**config.mk**
```make
export PLATFORM = sky130hd
export DESIGN_NAME = tagged_port_serializer
export DESIGN_NICKNAME = d
export VERILOG_FILES = /design/src/rtl/tagged_port_serializer.sv
export SDC_FILE = /design/constraint.sdc
export NUM_CORES = 1
export LEC_CHECK = 0
export ABC_AREA = 1
export ABC_CLOCK_PERIOD_IN_PS = 4000
export CAP_MARGIN = 20
export CELL_PAD_IN_SITES_DETAIL_PLACEMENT = 1
export CELL_PAD_IN_SITES_GLOBAL_PLACEMENT = 1
export CORE_MARGIN = 2
export CORE_UTILIZATION = 38
export CTS_CLUSTER_DIAMETER = 30
export DETAILED_ROUTE_END_ITERATION = 7
export GPL_ROUTABILITY_DRIVEN = 0
export HOLD_SLACK_MARGIN = 0.15
export PLACE_DENSITY = 0.82
export RECOVER_POWER = 100
export SLEW_MARGIN = 20
export SYNTH_ARGS = -nofsm -noshare
export SYNTH_HDL_FRONTEND = slang
export SYNTH_SLANG_ARGS = --single-unit
```
**constraint.sdc**
```tcl
create_clock -name clk -period 4 [get_ports clk]
set_input_delay 0.4 -clock clk [delete_from_list [all_inputs] [get_ports clk]]
set_output_delay 0.4 -clock clk [all_outputs]
set_load 0.1 [all_outputs]
```
**src/rtl/tagged_port_serializer.sv**
```systemverilog
// tagged_port_serializer: sends a wide tagged word as a header beat plus LANE_W-bit data beats, LSB lane first.
// Defining TAGGED_PORT_SERIALIZER_PARITY_EN appends an even-parity beat to each frame.
module tagged_port_serializer #(
    parameter int DATA_W = 32,
    parameter int TAG_W  = 2,
    parameter int LANE_W = 8
) (
    input  logic              clk,
    input  logic              rst,
    input  logic              in_valid,
    output logic              in_ready,
    input  logic [TAG_W-1:0]  in_tag,
    input  logic [DATA_W-1:0] in_data,
    output logic              out_valid,
    input  logic              out_ready,
    output logic [LANE_W-1:0] out_data,
    output logic              out_first,
    output logic              out_last,
    output logic              busy
);
    localparam int BEATS = DATA_W / LANE_W;
    localparam int CW = $clog2(BEATS + 1);
    localparam int IW = BEATS > 1 ? $clog2(BEATS) : 1;
    localparam logic [CW-1:0] LAST = CW'(BEATS - 1);
`ifdef TAGGED_PORT_SERIALIZER_PARITY_EN
    localparam logic PAR_EN = 1'b1;
`else
    localparam logic PAR_EN = 1'b0;
`endif

    if (DATA_W % LANE_W != 0) begin : g_bad_data_w
        $error("DATA_W must be a multiple of LANE_W");
    end
    if (TAG_W > LANE_W) begin : g_bad_tag_w
        $error("TAG_W must not exceed LANE_W");
    end

    typedef enum logic [1:0] {IDLE, HDR, DATA, PAR} state_t;

    state_t            state_q, state_d;
    logic [CW-1:0]     cnt_q, cnt_d;
    logic [DATA_W-1:0] data_q, data_d;
    logic              out_valid_q, out_valid_d;
    logic [LANE_W-1:0] out_data_q, out_data_d;
    logic              out_first_q, out_first_d;
    logic              out_last_q, out_last_d;
    logic [CW-1:0]     nxt;
    logic [LANE_W-1:0] lanes [BEATS];
`ifdef TAGGED_PORT_SERIALIZER_PARITY_EN
    logic [TAG_W-1:0]  tag_q, tag_d;
`endif

    assign in_ready  = !rst && state_q == IDLE;
    assign busy      = state_q != IDLE;
    assign out_valid = out_valid_q;
    assign out_data  = out_data_q;
    assign out_first = out_first_q;
    assign out_last  = out_last_q;
    assign nxt       = cnt_q + 1'b1;

    always_comb begin
        for (int i = 0; i < BEATS; i++) lanes[i] = data_q[i*LANE_W +: LANE_W];
    end

    // Outputs are computed one cycle ahead so every beat leaves straight from a flop.
    always_comb begin
        state_d     = state_q;
        cnt_d       = cnt_q;
        data_d      = data_q;
        out_valid_d = out_valid_q;
        out_data_d  = out_data_q;
        out_first_d = out_first_q;
        out_last_d  = out_last_q;
`ifdef TAGGED_PORT_SERIALIZER_PARITY_EN
        tag_d       = tag_q;
`endif
        case (state_q)
            IDLE: if (in_valid && in_ready) begin
                state_d     = HDR;
                cnt_d       = '0;
                data_d      = in_data;
                out_valid_d = 1'b1;
                out_first_d = 1'b1;
                out_last_d  = 1'b0;
                out_data_d  = LANE_W'(in_tag);
`ifdef TAGGED_PORT_SERIALIZER_PARITY_EN
                tag_d       = in_tag;
`endif
            end
            HDR: if (out_ready) begin
                state_d     = DATA;
                out_first_d = 1'b0;
                out_data_d  = lanes[0];
                out_last_d  = !PAR_EN && LAST == '0;
            end
            DATA: if (out_ready) begin
                if (cnt_q == LAST) begin
`ifdef TAGGED_PORT_SERIALIZER_PARITY_EN
                    state_d     = PAR;
                    out_data_d  = LANE_W'(^{tag_q, data_q});
                    out_last_d  = 1'b1;
`else
                    state_d     = IDLE;
                    out_valid_d = 1'b0;
                    out_last_d  = 1'b0;
                    out_data_d  = '0;
`endif
                end else begin
                    cnt_d      = nxt;
                    out_data_d = lanes[nxt[IW-1:0]];
                    out_last_d = !PAR_EN && nxt == LAST;
                end
            end
            default: if (out_ready) begin
                state_d     = IDLE;
                out_valid_d = 1'b0;
                out_last_d  = 1'b0;
                out_data_d  = '0;
            end
        endcase
    end

    always_ff @(posedge clk or posedge rst) begin
        if (rst) begin
            state_q     <= IDLE;
            cnt_q       <= '0;
            data_q      <= '0;
            out_valid_q <= 1'b0;
            out_data_q  <= '0;
            out_first_q <= 1'b0;
            out_last_q  <= 1'b0;
`ifdef TAGGED_PORT_SERIALIZER_PARITY_EN
            tag_q       <= '0;
`endif
        end else begin
            state_q     <= state_d;
            cnt_q       <= cnt_d;
            data_q      <= data_d;
            out_valid_q <= out_valid_d;
            out_data_q  <= out_data_d;
            out_first_q <= out_first_d;
            out_last_q  <= out_last_d;
`ifdef TAGGED_PORT_SERIALIZER_PARITY_EN
            tag_q       <= tag_d;
`endif
        end
    end
endmodule

```
After elaboration in Yosys (flattened, before gate mapping):

Cells that the tools add are included.

* logic and storage cells: 64
* bits of input ports: 38
* output and inout bits: 13
* flip-flop bits (word level): 48

* reduce and logical (&&, ||, !) cells: 15
* add/subtract/negate cells: 1
* muxes and demuxes: 29
* bitwise gates (word level): 2
* $lt $le $gt $ge: 1
* equality and inequality tests: 9

Operators with widths (number)
* 8-bit two-way mux: 7
* 8-bit one-hot mux with 3 select lines: 1
* 8-bit binary-select mux with 2-bit select: 1
* 2-bit two-way mux: 5
* 5-bit AND reduction: 2
* 3-bit two-way mux: 3
* 2-bit inequality test (second input constant): 4
* 4-bit AND reduction: 2
* 2-bit nonzero test: 4
* 1-bit two-way mux: 7
* 3-bit by 2-bit equality test with 1-bit output (second input constant): 2
* 2-bit one-hot mux with 3 select lines: 1
* 3-bit one-hot mux with 2 select lines: 1
* 3-bit AND reduction: 2
* 1-bit one-hot mux with 2 select lines: 2
* 3-bit by 1-bit adder with 3-bit output (second input constant): 1
* 3-bit >= comparator (second input constant): 1
* 2-bit NOT with 3-bit output: 1
* 1-bit one-hot mux with 3 select lines: 1
* 2-bit by 1-bit equality test with 1-bit output (second input constant): 1
* 2-bit equality test (second input constant): 1
* 1-bit logical AND: 2
* 2-bit zero test: 1
* 2-bit by 1-bit inequality test with 1-bit output (second input constant): 1
* other kinds (3): 3

Longest topological paths before layout:

* depth after elaboration: 8
* mapped depth: 12
* depth with buffers taken out: 9

Worst setup path after synthesis:

Ideal clock, no wire load.

* path kind: reg2out
* start point: register state_q[0]
* end point: output in_ready
* path buffers: 0
* required time: 3600 ps
* path slack: 1218 ps
* stages on the path, launching flop included: 4
* arrival: 2382 ps
* cell sequence: dfrtp_1 -> nor2_4 -> inv_1 -> nor2_1

* cells in the longest elaborated chain, start to end: 2

Ends and longest elaborated chain
* from (decl): RTL line 40 `state_t state_q, state_d;`
* from (signal assigned): RTL line 136 `state_q <= state_d;`
* 2-bit zero test: RTL line 53 `assign in_ready = !rst && state_q == IDLE;`
* 1-bit logical AND: RTL line 53
* to (decl): RTL line 11 `output logic in_ready,`

No other way between the ends.

Worst setup path in the final report:

* start point: input rst
* end point: register cnt_q[0]

* cells in the longest elaborated chain, start to end: 5

Ends and longest elaborated chain
* from (decl): RTL line 9 `input logic rst,`
* 1-bit zero test (no line)
* 1-bit logical AND: RTL line 53
* 1-bit logical AND: RTL line 78 `IDLE: if (in_valid && in_ready) begin`
* 2-bit by 1-bit inequality test with 1-bit output (no line)
* 4-bit AND reduction (no line)
* to (signal assigned): RTL line 137 `cnt_q <= cnt_d;`
* to (decl): RTL line 41 `logic [CW-1:0] cnt_q, cnt_d;`

No other way between the ends.
A chain may end at the register's enable or synchronous reset.

==> flow_summary.json <==
{
  "pre_cts_ws_ns": 1.47,
  "die_area_mm2": 0.00699,
  "clock_path_buffers": 2,
  "cts_num_sinks": 48,
  "cp_max_fo": 52,
  "nFillCells": 756,
  "drc": 0,
  "seq_area_frac_synth_pct": 49.9,
  "grt.overflow.total": 0,
  "fin_tns_setup_ns": 0,
  "slowest_delay_ns": 0.91,
  "io_buffers": 50,
  "dp.cells": 428,
  "p_per_area_mw_per_mm2": 811,
  "grt_max_degree": 53,
  "instances_no_fill": 436,
  "placed_cell_area_mm2": 0.00294,
  "min_period_ns": 2.86,
  "antenna_cells": 0,
  "h-tree-depth": 2,
  "end_kind": "register",
  "worstPathCellList": "dlygate4sd3_1 -> inv_1 -> nand3_1 -> clkbuf_2 -> nand2_1 -> nand3_1 -> o21ai_0",
  "finalPower_mw": 2.45,
  "dr_total_vias": 2040,
  "setup_violations": 0,
  "syn_nets": 355,
  "status": "finished clean",
  "worstSetupPathType": "input port to register",
  "clk_pin_slew_ns": 0.09,
  "p_sw_mw": 1.23,
  "cpMaxStageDelayCell": "clkbuf_2",
  "first_iter_violations": 87,
  "cts_tree": "done",
  "synth-warning-count": 0,
  "timing_hold_violations_final": 0,
  "post_cts_resized": 0,
  "worst_pin_slew_ns": 1.04,
  "ys_types": 20,
  "syn_area_mm2": 0.00241,
  "hpwl_um": 4240,
  "multi_input_area_um2": 943,
  "p_seq_share_pct": 33.2,
  "layout_commonest_cell": "nand2_1",
  "arrival_ns": 3.03,
  "grt_pass1_wl_um": 10100,
  "ys_ff_latch": 48,
  "syn_to_final_growth_pct": 25.2,
  "wl_per_cell_um": 13.2,
  "clk_latency_ns": 0.30,
  "design_area_mm2": 0.00301,
  "syn_avg_cell_area_um2": 7.69,
  "fin_ws_ns": 1.14,
  "intPower_mw": 1.21,
  "synth_top_area_share_pct": 49.9,
  "cts_post_setup_buffers_inserted": 0,
  "fin_util_pct": 50.0,
  "slew_headroom_pct": 30.6,
  "synthCells": 313,
  "nets": 402,
  "critPathRequiredTime_ns": 4.17,
  "maxCapViolations": 0,
  "yosys.area.top_type": "dfrtp_1",
  "worstSetupStartpointType": "input port",
  "grt_pass1_vias": 2163,
  "numCtsBuffers": 5,
  "p_clk_share_pct": 12.3,
  "die_h_um": 83.6,
  "dieWidth_um": 83.6,
  "drtPass1Iterations": 4,
  "p_sw_share_pct": 50.4,
  "start_util_pct": 40.0,
  "grt_antenna_before_repair": 0,
  "fp-row-count": 28,
  "hold_path.class": "register to register",
  "leakage_nw": 1.58,
  "drv_slew": 0,
  "cp_common_cell": "nand3_1",
  "core_mm2": 0.00603,
  "cts_hold_buf": 0,
  "fin_skew_ns": 0.00835,
  "final_cell_mix": "104 x nand2_1, 48 x dfrtp_1, 44 x inv_1, 36 x clkdlybuf4s50_1, 35 x nor2_1",
  "combPwrFrac_pct": 54.5,
  "pin_count": 51,
  "fin_crit_sh_pct": 71.4,
  "ant_nets": 0,
  "drt_wl_total_um": 5770,
  "drive_gt1_share_pct": 5.82,
  "synthTopCellsByArea": "dfrtp_1 50%, nand2_1 16%, inv_1 6.7%",
  "regArea_mm2": 0.00120,
  "track_usage_pct": 17.6,
  "hold-worst-slack_ns": 0.478,
  "max_freq_mhz": 350,
  "grt_setup_unrepaired": "false",
  "root_buffer": "clkbuf_8",
  "via_per_inst": 4.68,
  "max-vdd-ir-drop_mv": 0.582
}
==> flip-flops by register name (all words and copies together) (netlist names) <==
register and count:
out_last 1, out_valid 1, cnt_q 3, state_q 2
data_q 32, out_data 8, out_first 1
==> worst max-delay path, delay by kind of cell <==
family                 cells  cell delay [ns]
buffers and inverters      3             1.52
AO/OA/AOI/OAI              1             0.10
AND/OR/NAND/NOR            3             1.00
==> cell families (layout without fill, tap and decap cells) <==
kind of cell | after synthesis | count (layout) | share of synthesized area, %
AOI/OAI and AO/OA | 39 | 39 | 9.82
adders and majority gates | 4 | 4 | 2.08
buffers and inverters | 58 | 106 | 10.4
DFF | 48 | 48 | 49.9
and+or+nand+nor | 164 | 164 | 27.8
==> routing by layer <==
metal / GRT usage (%) / part of all wire [%] / routed length [um]
met3: 3.36 / 3.7 / 213
met1: 23.0 / 47 / 2740
met5: 0 / 0 / 0
met2: 30.3 / 48 / 2760
met4: 3.96 / 0.99 / 57
==> synth_stat cells (all sizes together) <==
master,n
nand2,104
inv,45
nand4,1
o21ai,7
a21oi,32
clkbuf,2
clkinv,1
nor2,37
ha,4
dfrtp,48
nand3,22
buf,10
==> path summary, 6_finish.rpt <==
kind,startpoint,endpoint,slack [ns],cells after the start
worst max-delay path,rst,cnt_q[0]$_DFFE_PP0P_,1.14,7
worst min-delay path,out_data[3]$_DFFE_PP0P_,out_data[3]$_DFFE_PP0P_,0.48,2
worst max register to register,state_q[1]$_DFFE_PP0P_,cnt_q[0]$_DFFE_PP0P_,1.36,6
worst min register to register,out_data[3]$_DFFE_PP0P_,out_data[3]$_DFFE_PP0P_,0.48,2
max in group asynchronous,rst,data_q[23]$_DFFE_PP0P_,2.82,3
min in group asynchronous,rst,out_valid$_DFFE_PP0P_,0.76,3
==> power groups by stage <==
| stage | clock network, mW | logic (mW) | registers (mW) |
|---|---|---|---|
| after detailed placement | 0 | 1.36 | 0.826 |
| final | 0.301 | 1.33 | 0.811 |
| after CTS | 0.310 | 1.38 | 0.817 |
| after floorplan | 0 | 0.770 | 1.09 |
| after global routing | 0.332 | 1.49 | 0.837 |
| after global placement | 0 | 1.33 | 0.808 |
==> final cells by class <==
cell class	count	area share (%)
sequential	48	39.9
multi-input combinational	207	31.3
timing repair buffer	52	17.0
inverter	46	5.73
tap	75	3.11
clock buffer	8	2.99
Note: power is estimated with default switching activity, not from simulation.
